$ cat config.mk
export PLATFORM = sky130hd
export DESIGN_NAME = cpu_control_seq
export DESIGN_NICKNAME = d
export VERILOG_FILES = /design/src/rtl/cpu_ctrl_pkg.sv /design/src/rtl/cpu_ctrl_decode.sv /design/src/rtl/cpu_control_seq.sv
export SDC_FILE = /design/constraint.sdc
export NUM_CORES = 1
export LEC_CHECK = 0
export ABC_AREA = 1
export BUFFER_PORTS_ARGS = -buffer_cell sky130_fd_sc_hd__clkbuf_2
export CAP_MARGIN = 20
export CORE_UTILIZATION = 48
export DETAILED_ROUTE_END_ITERATION = 10
export GPL_TIMING_DRIVEN = 0
export HOLD_SLACK_MARGIN = 0.02
export PLACE_DENSITY = 0.81
export SYNTH_ARGS = -nofsm -noshare
export SYNTH_HDL_FRONTEND = slang
export SYNTH_SLANG_ARGS = --single-unit
export TNS_END_PERCENT = 50
$ cat constraint.sdc
create_clock -name Clock -period 3.2 [get_ports Clock]
set_input_delay 0.16 -clock Clock [delete_from_list [all_inputs] [get_ports Clock]]
set_output_delay 0.16 -clock Clock [all_outputs]
set_load 0.005 [all_outputs]
$ cat src/rtl/cpu_ctrl_pkg.sv
// Shared types for the hardwired control sequencer:
// opcodes, ALU codes, state/class encodings, strobe bundle.
package cpu_ctrl_pkg;

  localparam int OPC_W = 5;
  localparam int ALU_W = 5;

  localparam logic [OPC_W-1:0] OP_LD   = 5'b00000;
  localparam logic [OPC_W-1:0] OP_ST   = 5'b00010;
  localparam logic [OPC_W-1:0] OP_ADD  = 5'b00011;
  localparam logic [OPC_W-1:0] OP_SUB  = 5'b00100;
  localparam logic [OPC_W-1:0] OP_AND  = 5'b00101;
  localparam logic [OPC_W-1:0] OP_OR   = 5'b00110;
  localparam logic [OPC_W-1:0] OP_ADDI = 5'b01100;
  localparam logic [OPC_W-1:0] OP_ANDI = 5'b01101;
  localparam logic [OPC_W-1:0] OP_ORI  = 5'b01110;
  localparam logic [OPC_W-1:0] OP_MUL  = 5'b01111;
  localparam logic [OPC_W-1:0] OP_DIV  = 5'b10000;
  localparam logic [OPC_W-1:0] OP_BR   = 5'b10010;
  localparam logic [OPC_W-1:0] OP_NOP  = 5'b11010;
  localparam logic [OPC_W-1:0] OP_HALT = 5'b11011;

  localparam logic [ALU_W-1:0] ALU_NONE = 5'd0;
  localparam logic [ALU_W-1:0] ALU_ADD  = 5'd1;
  localparam logic [ALU_W-1:0] ALU_SUB  = 5'd2;
  localparam logic [ALU_W-1:0] ALU_AND  = 5'd3;
  localparam logic [ALU_W-1:0] ALU_OR   = 5'd4;
  localparam logic [ALU_W-1:0] ALU_MUL  = 5'd5;
  localparam logic [ALU_W-1:0] ALU_DIV  = 5'd6;

  localparam logic [1:0] FLT_NONE    = 2'd0;
  localparam logic [1:0] FLT_ILLEGAL = 2'd1;
  localparam logic [1:0] FLT_TIMEOUT = 2'd2;

  typedef enum logic [3:0] {
    S_IDLE = 4'd0,
    S_T0   = 4'd1,
    S_T1   = 4'd2,
    S_T2   = 4'd3,
    S_T3   = 4'd4,
    S_T4   = 4'd5,
    S_T5   = 4'd6,
    S_T6   = 4'd7,
    S_T7   = 4'd8,
    S_HALT = 4'd9
  } state_e;

  typedef enum logic [3:0] {
    C_RALU, C_IALU, C_MULDIV, C_LD, C_ST,
    C_BR, C_NOP, C_HALT, C_ILL
  } class_e;

  typedef struct packed {
    logic pc_out;
    logic zlo_out;
    logic zhi_out;
    logic mdr_out;
    logic c_out;
    logic ba_out;
    logic r_out;
    logic pc_in;
    logic mar_in;
    logic mdr_in;
    logic ir_in;
    logic y_in;
    logic r_in;
    logic hi_in;
    logic lo_in;
    logic con_in;
    logic inc_pc;
    logic read;
    logic write;
    logic zlo_in;
    logic zhi_in;
    logic gra;
    logic grb;
    logic grc;
    logic [ALU_W-1:0] alu;
  } ctrl_t;

  function automatic class_e op_class(
    input logic [OPC_W-1:0] op
  );
    class_e c;
    c = C_ILL;
    case (op)
      OP_ADD, OP_SUB, OP_AND, OP_OR: c = C_RALU;
      OP_ADDI, OP_ANDI, OP_ORI:      c = C_IALU;
      OP_MUL, OP_DIV:                c = C_MULDIV;
      OP_LD:                         c = C_LD;
      OP_ST:                         c = C_ST;
      OP_BR:                         c = C_BR;
      OP_NOP:                        c = C_NOP;
      OP_HALT:                       c = C_HALT;
      default:                       c = C_ILL;
    endcase
    return c;
  endfunction

  function automatic logic [ALU_W-1:0] op_alu(
    input logic [OPC_W-1:0] op
  );
    logic [ALU_W-1:0] a;
    a = ALU_NONE;
    case (op)
      OP_ADD, OP_ADDI: a = ALU_ADD;
      OP_SUB:          a = ALU_SUB;
      OP_AND, OP_ANDI: a = ALU_AND;
      OP_OR, OP_ORI:   a = ALU_OR;
      OP_MUL:          a = ALU_MUL;
      OP_DIV:          a = ALU_DIV;
      default:         a = ALU_NONE;
    endcase
    return a;
  endfunction

endpackage

$ cat src/rtl/cpu_ctrl_decode.sv
// Moore strobe decoder: (state, instruction class,
// condition flag) -> datapath control bundle.
module cpu_ctrl_decode
  import cpu_ctrl_pkg::*;
(
  input  state_e           i_state,
  input  class_e           i_cls,
  input  logic [ALU_W-1:0] i_alu,
  input  logic             i_con,
  output ctrl_t            o_ctrl
);

  always_comb begin
    o_ctrl = '0;
    unique case (i_state)
      S_T0: begin
        o_ctrl.pc_out = 1'b1;
        o_ctrl.mar_in = 1'b1;
        o_ctrl.inc_pc = 1'b1;
        o_ctrl.zlo_in = 1'b1;
      end
      S_T1: begin
        o_ctrl.zlo_out = 1'b1;
        o_ctrl.pc_in   = 1'b1;
        o_ctrl.read    = 1'b1;
        o_ctrl.mdr_in  = 1'b1;
      end
      S_T2: begin
        o_ctrl.mdr_out = 1'b1;
        o_ctrl.ir_in   = 1'b1;
      end
      S_T3: begin
        unique case (i_cls)
          C_RALU, C_IALU: begin
            o_ctrl.grb   = 1'b1;
            o_ctrl.r_out = 1'b1;
            o_ctrl.y_in  = 1'b1;
          end
          C_MULDIV: begin
            o_ctrl.gra   = 1'b1;
            o_ctrl.r_out = 1'b1;
            o_ctrl.y_in  = 1'b1;
          end
          C_LD, C_ST: begin
            o_ctrl.grb    = 1'b1;
            o_ctrl.ba_out = 1'b1;
            o_ctrl.y_in   = 1'b1;
          end
          C_BR: begin
            o_ctrl.gra    = 1'b1;
            o_ctrl.r_out  = 1'b1;
            o_ctrl.con_in = 1'b1;
          end
          default: ;
        endcase
      end
      S_T4: begin
        unique case (i_cls)
          C_RALU: begin
            o_ctrl.grc    = 1'b1;
            o_ctrl.r_out  = 1'b1;
            o_ctrl.zlo_in = 1'b1;
            o_ctrl.alu    = i_alu;
          end
          C_IALU: begin
            o_ctrl.c_out  = 1'b1;
            o_ctrl.zlo_in = 1'b1;
            o_ctrl.alu    = i_alu;
          end
          C_MULDIV: begin
            o_ctrl.grb    = 1'b1;
            o_ctrl.r_out  = 1'b1;
            o_ctrl.zlo_in = 1'b1;
            o_ctrl.zhi_in = 1'b1;
            o_ctrl.alu    = i_alu;
          end
          C_LD, C_ST: begin
            o_ctrl.c_out  = 1'b1;
            o_ctrl.zlo_in = 1'b1;
            o_ctrl.alu    = ALU_ADD;
          end
          C_BR: begin
            o_ctrl.pc_out = 1'b1;
            o_ctrl.y_in   = 1'b1;
          end
          default: ;
        endcase
      end
      S_T5: begin
        unique case (i_cls)
          C_RALU, C_IALU: begin
            o_ctrl.zlo_out = 1'b1;
            o_ctrl.gra     = 1'b1;
            o_ctrl.r_in    = 1'b1;
          end
          C_MULDIV: begin
            o_ctrl.zlo_out = 1'b1;
            o_ctrl.lo_in   = 1'b1;
          end
          C_LD, C_ST: begin
            o_ctrl.zlo_out = 1'b1;
            o_ctrl.mar_in  = 1'b1;
          end
          C_BR: begin
            o_ctrl.c_out  = 1'b1;
            o_ctrl.zlo_in = 1'b1;
            o_ctrl.alu    = ALU_ADD;
          end
          default: ;
        endcase
      end
      S_T6: begin
        unique case (i_cls)
          C_MULDIV: begin
            o_ctrl.zhi_out = 1'b1;
            o_ctrl.hi_in   = 1'b1;
          end
          C_LD: begin
            o_ctrl.read   = 1'b1;
            o_ctrl.mdr_in = 1'b1;
          end
          C_ST: begin
            o_ctrl.gra    = 1'b1;
            o_ctrl.r_out  = 1'b1;
            o_ctrl.mdr_in = 1'b1;
          end
          C_BR: begin
            o_ctrl.zlo_out = i_con;
            o_ctrl.pc_in   = i_con;
          end
          default: ;
        endcase
      end
      S_T7: begin
        unique case (i_cls)
          C_LD: begin
            o_ctrl.mdr_out = 1'b1;
            o_ctrl.gra     = 1'b1;
            o_ctrl.r_in    = 1'b1;
          end
          C_ST: o_ctrl.write = 1'b1;
          default: ;
        endcase
      end
      default: ;
    endcase
  end

endmodule

$ cat src/rtl/cpu_control_seq.sv
// Instruction-cycle sequencer with memory wait/timeout and halt.
// Build option CTRL_SINGLE_STEP_EN adds step_req single-stepping.
module cpu_control_seq
  import cpu_ctrl_pkg::*;
#(
  parameter int DATA_W      = 32,
  parameter int OP_W        = 5,
  parameter int ALU_OP_W    = 5,
  parameter int MEM_TIMEOUT = 15
) (
  input  logic                Clock,
  input  logic                clear,
  input  logic                run,
`ifdef CTRL_SINGLE_STEP_EN
  input  logic                step_req,
`endif
  input  logic [DATA_W-1:0]   IR,
  input  logic                mem_ready,
  input  logic                con_ff,
  output logic                PCout,
  output logic                Zlowout,
  output logic                Zhighout,
  output logic                MDRout,
  output logic                Cout,
  output logic                BAout,
  output logic                Rout,
  output logic                PCin,
  output logic                MARin,
  output logic                MDRin,
  output logic                IRin,
  output logic                Yin,
  output logic                Rin,
  output logic                HIin,
  output logic                LOin,
  output logic                CONin,
  output logic                IncPC,
  output logic                Read,
  output logic                Write,
  output logic                Zin_low,
  output logic                Zin_high,
  output logic                Gra,
  output logic                Grb,
  output logic                Grc,
  output logic [ALU_OP_W-1:0] operation,
  output logic [3:0]          step,
  output logic                halted,
  output logic [1:0]          fault
);

  localparam int CNT_W = $clog2(MEM_TIMEOUT + 1);

  state_e           r_state;
  state_e           w_next;
  state_e           w_done;
  logic [OPC_W-1:0] r_op;
  logic [OPC_W-1:0] w_ir_op;
  logic [OPC_W-1:0] w_op;
  class_e           w_cls;
  class_e           w_ir_cls;
  logic [CNT_W-1:0] r_wait;
  logic             w_wait_inc;
  logic             w_mem;
  logic             w_start;
  logic [1:0]       r_fault;
  logic [1:0]       w_fault_nxt;
  ctrl_t            w_ctrl;
  logic             w_unused_ir;

  assign w_ir_op  = OPC_W'(IR[DATA_W-1 -: OP_W]);
  assign w_unused_ir = ^IR[DATA_W-OP_W-1:0];
  // T3 decodes the live IR; later steps use the copy taken in T3
  assign w_op     = (r_state == S_T3) ? w_ir_op : r_op;
  assign w_cls    = op_class(w_op);
  assign w_ir_cls = op_class(w_ir_op);

  assign w_mem = (r_state == S_T1)
              || (r_state == S_T6 && w_cls == C_LD)
              || (r_state == S_T7 && w_cls == C_ST);

`ifdef CTRL_SINGLE_STEP_EN
  logic w_unused_run;
  assign w_unused_run = run;
  assign w_start = step_req;
  assign w_done  = S_IDLE;
`else
  assign w_start = run;
  assign w_done  = run ? S_T0 : S_IDLE;
`endif

  always_comb begin
    w_next      = r_state;
    w_fault_nxt = r_fault;
    w_wait_inc  = 1'b0;
    if (w_mem && !mem_ready) begin
      w_wait_inc = 1'b1;
      if (r_wait == CNT_W'(MEM_TIMEOUT - 1)) begin
        w_next      = S_HALT;
        w_fault_nxt = FLT_TIMEOUT;
      end
    end else begin
      unique case (r_state)
        S_IDLE: if (w_start) w_next = S_T0;
        S_T0:   w_next = S_T1;
        S_T1:   w_next = S_T2;
        S_T2:   w_next = (w_ir_cls == C_NOP) ? w_done : S_T3;
        S_T3: begin
          unique case (w_cls)
            C_HALT: w_next = S_HALT;
            C_ILL: begin
              w_next      = S_HALT;
              w_fault_nxt = FLT_ILLEGAL;
            end
            C_NOP:   w_next = w_done;
            default: w_next = S_T4;
          endcase
        end
        S_T4: w_next = S_T5;
        S_T5: w_next = (w_cls inside {C_RALU, C_IALU}) ? w_done : S_T6;
        S_T6: w_next = (w_cls inside {C_LD, C_ST}) ? S_T7 : w_done;
        S_T7: w_next = w_done;
        default: w_next = r_state;
      endcase
    end
  end

  always_ff @(posedge Clock or posedge clear) begin
    if (clear) begin
      r_state <= S_IDLE;
      r_op    <= '0;
      r_wait  <= '0;
      r_fault <= FLT_NONE;
    end else begin
      r_state <= w_next;
      r_fault <= w_fault_nxt;
      if (r_state == S_T3) r_op <= w_ir_op;
      if (w_next != r_state) r_wait <= '0;
      else if (w_wait_inc) r_wait <= r_wait + 1'b1;
    end
  end

  cpu_ctrl_decode u_dec (
    .i_state (r_state),
    .i_cls   (w_cls),
    .i_alu   (op_alu(w_op)),
    .i_con   (con_ff),
    .o_ctrl  (w_ctrl)
  );

  assign PCout     = w_ctrl.pc_out;
  assign Zlowout   = w_ctrl.zlo_out;
  assign Zhighout  = w_ctrl.zhi_out;
  assign MDRout    = w_ctrl.mdr_out;
  assign Cout      = w_ctrl.c_out;
  assign BAout     = w_ctrl.ba_out;
  assign Rout      = w_ctrl.r_out;
  assign PCin      = w_ctrl.pc_in;
  assign MARin     = w_ctrl.mar_in;
  assign MDRin     = w_ctrl.mdr_in;
  assign IRin      = w_ctrl.ir_in;
  assign Yin       = w_ctrl.y_in;
  assign Rin       = w_ctrl.r_in;
  assign HIin      = w_ctrl.hi_in;
  assign LOin      = w_ctrl.lo_in;
  assign CONin     = w_ctrl.con_in;
  assign IncPC     = w_ctrl.inc_pc;
  assign Read      = w_ctrl.read;
  assign Write     = w_ctrl.write;
  assign Zin_low   = w_ctrl.zlo_in;
  assign Zin_high  = w_ctrl.zhi_in;
  assign Gra       = w_ctrl.gra;
  assign Grb       = w_ctrl.grb;
  assign Grc       = w_ctrl.grc;
  assign operation = ALU_OP_W'(w_ctrl.alu);
  assign step      = r_state;
  assign halted    = (r_state == S_HALT);
  assign fault     = r_fault;

endmodule
==> metrics.md <==
| Metric | Value |
|---|---|
| Yosys warns | 0 |
| Final instance area | 1954 um^2 |
| DP Area | 1894 um^2 |
| Most used cell, CP | nand2_1 |
| Drt wl/cell | 11.07 um |
| H-tree levels | 1 |
| Post-detailed-route count of antenna-violating nets | 0 |
| Iteration-0 DRC Markers | 141 |
| Max Fanout on Critical Path | 10 |
| Vias | 1807 |
| Synth Area in Simple Gates | 48.34% |
| Min-delay src | IR[30] |
| Net switching power | 0.001166 W |
| Met3 Use GR | 2.381% |
| Post-synthesis mux area share | 0% |
| WP data required | 3.04 ns |
| PwrDens | 1018 nW/um^2 |
| CTS tree | done |
| Syn Area/Cell | 6.256 um^2 |
| Grt total ovfl | 0 |
| Port Buffers | 43 |
| Peak supply drop | 0.4499 mV |
| Gpl congestion | 0.9237 |
| Period utilisation layout | 92.53% |
| Arr. time, crit path | 2.80 ns |
| Area share of xor/xnor cells in the synthesized design | 1.622% |
| Worst-path cell chain | nor2_4 -> nand2_4 -> buf_6 -> nand2_1 -> nand2_1 -> nand2_1 -> nand2_1 -> nand2_1 -> nand3_2 -> a21oi_4 -> inv_1 -> nor3_1 -> inv_1 -> nor2_1 -> a211oi_1 -> nand2_1 -> clkbuf_2 |
| Hold Vio Cnt, Final | 0 |
| # fillers | 312 |
| # rows | 20 |
| Sequential Area | 375.4 um^2 |
| NumNets Final | 351 |
| Minimum clock period | 2.961 ns |
| Starting Density | 51.80% |
| Area occupied by multi-input gates | 1027 um^2 |
| Crit path buf inv count | 4 |
| Outcome | finished, final reports clean |
| Clock Path Buffers | 2 |
| Max stage delay on crit path | 0.47 ns |
| Clock latency on the worst-skew pair | 0.29 ns |
| # IOs | 73 |
| CTS root buffer | clkbuf_4 |
| DRC viols | 0 |
| Vias/cell | 5.090 |
| Drt total wl | 3.930 mm |
| Worst Hold Depth | 3 |
| Synth unique cells | 35 |
| Hold crit path type | input port to flip-flop |
| Kind of critical path | flip-flop to output pin |
| Seq/Total Area, Yosys | 23.17% |
| Critical Path End Type | output pin |
| GR Layer Usage met2 | 40.66% |
| Clock Sinks | 15 |
| Area grow syn2layout | 20.62% |
| Sequential power share | 16.8% |
| Worst Max-Slew Pin Slew | 0.5807 ns |
| Die Wd | 60.10 um |
| Initial antenna violation count | 0 |
| GRT Resource Usage Total | 23.24% |
| CTS buffer count | 3 |
| Pleak | 1.147 nW |
| Drt pass-1 iters | 4 |
| Main combinational cell family by area after synthesis | simple AND/OR/NAND/NOR gates |
| R2R setup slack | 0.42 ns |
| Compound-Gate Fraction of Synth Area | 11.43% |
| Combinational Power Share | 77.7% |
| HPWL Detailed | 3.218 mm |
| Reg2reg path depth | 19 |
| First-pass GRT wire length | 6.382 mm |
| Skew final | 0.006013 ns |
| Chip height | 60.10 um |
| Worst R2R End | r_wait[0]$_DFFE_PP0P_ |
| Mapped cell area | 1620 um^2 |
| Busiest layer in global routing | met2 |
| Switching Fraction | 58.60% |
| Clock Power Share | 5.5% |
| Slew margin rel. | 60.99% |
| Pin count of the biggest net entering global routing | 16 |
| Met1 global-route usage | 28.69% |
| Share of cells above drive strength 1 | 27.97% |
| PnR Total Power | 0.001989 W |
| Post-synthesis adder-cell area fraction | 1.544% |
| Mapped Cells | 259 |
| N_diodes | 0 |
| Crit path max-delay cell type | dfrtp_1 |
| Final Slew Violations | 0 |
| Final setup violating endpoints | 0 |
| Worst Hold Path EP | r_op[3]$_DFF_PP0_ |
| Yosys reg bits | 15 |
| Internal power | 0.0008234 W |
| Max-Cap Viols | 0 |
| Placeable Area | 3128 um^2 |
| CP Launch Type | flip-flop |
| Vias in the first global route | 1537 |
| Crit path max-delay family | simple AND/OR/NAND/NOR gates |
| Die ar. | 3612 um^2 |
| Resized cells post-CTS | 0 |
| Worst-path clk slew | 0.09 ns |
| Worst r2r src | step[1]$_DFF_PP0_ |
| Maximum clock rate | 337.7 MHz |
==> cell usage after synthesis (all sizes together) <==
master | instances | area [um^2]
a21oi | 8 | 51.30
and2 | 1 | 6.260
nor2 | 38 | 191.4
nand2 | 70 | 310.3
ha | 2 | 25.02
buf | 4 | 33.78
xor2 | 2 | 17.52
or2 | 1 | 6.260
nor3 | 7 | 35.03
a211o | 1 | 8.760
conb | 1 | 3.750
dfrtp | 15 | 375.4
nand4 | 5 | 31.28
a22oi | 1 | 7.510
o211ai | 1 | 7.510
nand3b | 1 | 7.510
o21ai | 11 | 66.31
inv | 50 | 187.7
o22ai | 2 | 12.51
nand3 | 33 | 195.2
a31oi | 2 | 12.51
o221a | 1 | 11.26
xnor2 | 1 | 8.760
a211oi | 1 | 7.510
==> layout make-up <==
| class | count | area share, % |
|---|---|---|
| multi-input cells | 191 | 52.56 |
| flip-flops and latches | 15 | 19.21 |
| repair buffers | 47 | 12.68 |
| inverters | 50 | 9.603 |
| well taps | 44 | 2.817 |
| plain buffers | 4 | 1.729 |
| clock buffers | 3 | 1.152 |
| clock inverters | 1 | 0.2561 |
==> cells by family after synthesis <==
logic type	Yosys count
and+or+nand+nor	156
other	1
DFF	15
adders and majority gates	2
xor gates and xnor gates	3
AOI/OAI and AO/OA	28
buffers and inverters	54
==> timing repair <==
item,4_1_cts,5_1_grt
buffers inserted,0,3
hold buffers,1,0
endpoints found under the hold margin,15,0
setup endpoints to repair,0,1
==> per-layer routing <==
metal,wire (um),vias to the layer above
met5,0,-
met4,91,0
met3,146,11
met2,1837,58
met1,1855,810
li1,-,928
==> per-stage QoR <==
stage	TNS, ns	setup slack (ns)	hold WS, ns	utilization [%]	std cells
after global routing	-0.02285	-0.02285	0.1938	62.48	355
after floorplan	0	0.9241	0.06148	-	260
after detailed placement	0	0.4386	0.2225	60.56	347
after CTS	0	0.2545	0.1801	61.76	352
after global placement	0	0.4937	0.2158	60.56	347
final	0	0.2390	0.1853	62.48	355
==> power by group through the flow <==
stage	clock [W]	sequential (W)	combinational, W
floorplan	0	0.000329	0.00114
global placement	0	0.000335	0.00148
detailed placement	0	0.000336	0.00150
CTS	0.000112	0.000333	0.00150
global route	0.000121	0.000344	0.00174
finish	0.000109	0.000334	0.00155
==> sequential cells by signal, indices dropped and copies added (netlist names) <==
register  count
r_wait        4
fault         2
r_op          5
step          4
==> worst max path at each step <==
| stage | depth (start not counted) | startpoint | endpoint |
|---|---|---|---|
| floorplan | 19 | step[1]$_DFF_PP0_ | r_wait[3]$_DFFE_PP0P_ |
| global placement | 19 | step[1]$_DFF_PP0_ | r_wait[3]$_DFFE_PP0P_ |
| detailed placement | 19 | step[1]$_DFF_PP0_ | r_wait[2]$_DFFE_PP0P_ |
| CTS | 17 | step[1]$_DFF_PP0_ | Rout |
| global route | 17 | step[1]$_DFF_PP0_ | Rout |
| finish | 17 | step[1]$_DFF_PP0_ | Rout |
==> worst min-delay path, cell delays in order <==
cell and delay [ns]:
clkbuf_2 0.09, nand3_1 0.09, nand2_2 0.09
==> placed cells by master (no fill, tap or decap), types with 4 or more instances in the layout <==
master    netlist  routed
o21ai_0         9       9
inv_2           7       7
dfrtp_1        15      15
nand2_4         4       4
clkbuf_2        0      43
nor2_4          4       4
nand3_2         6       6
nor3_1          7       7
inv_1          43      43
nand3_1        27      27
buf_4           3       6
nand2_2         7       7
a21oi_1         7       7
nand4_1         5       5
nor2_1         32      32
nand2_1        59      59
(Power assumes the default switching activity.)
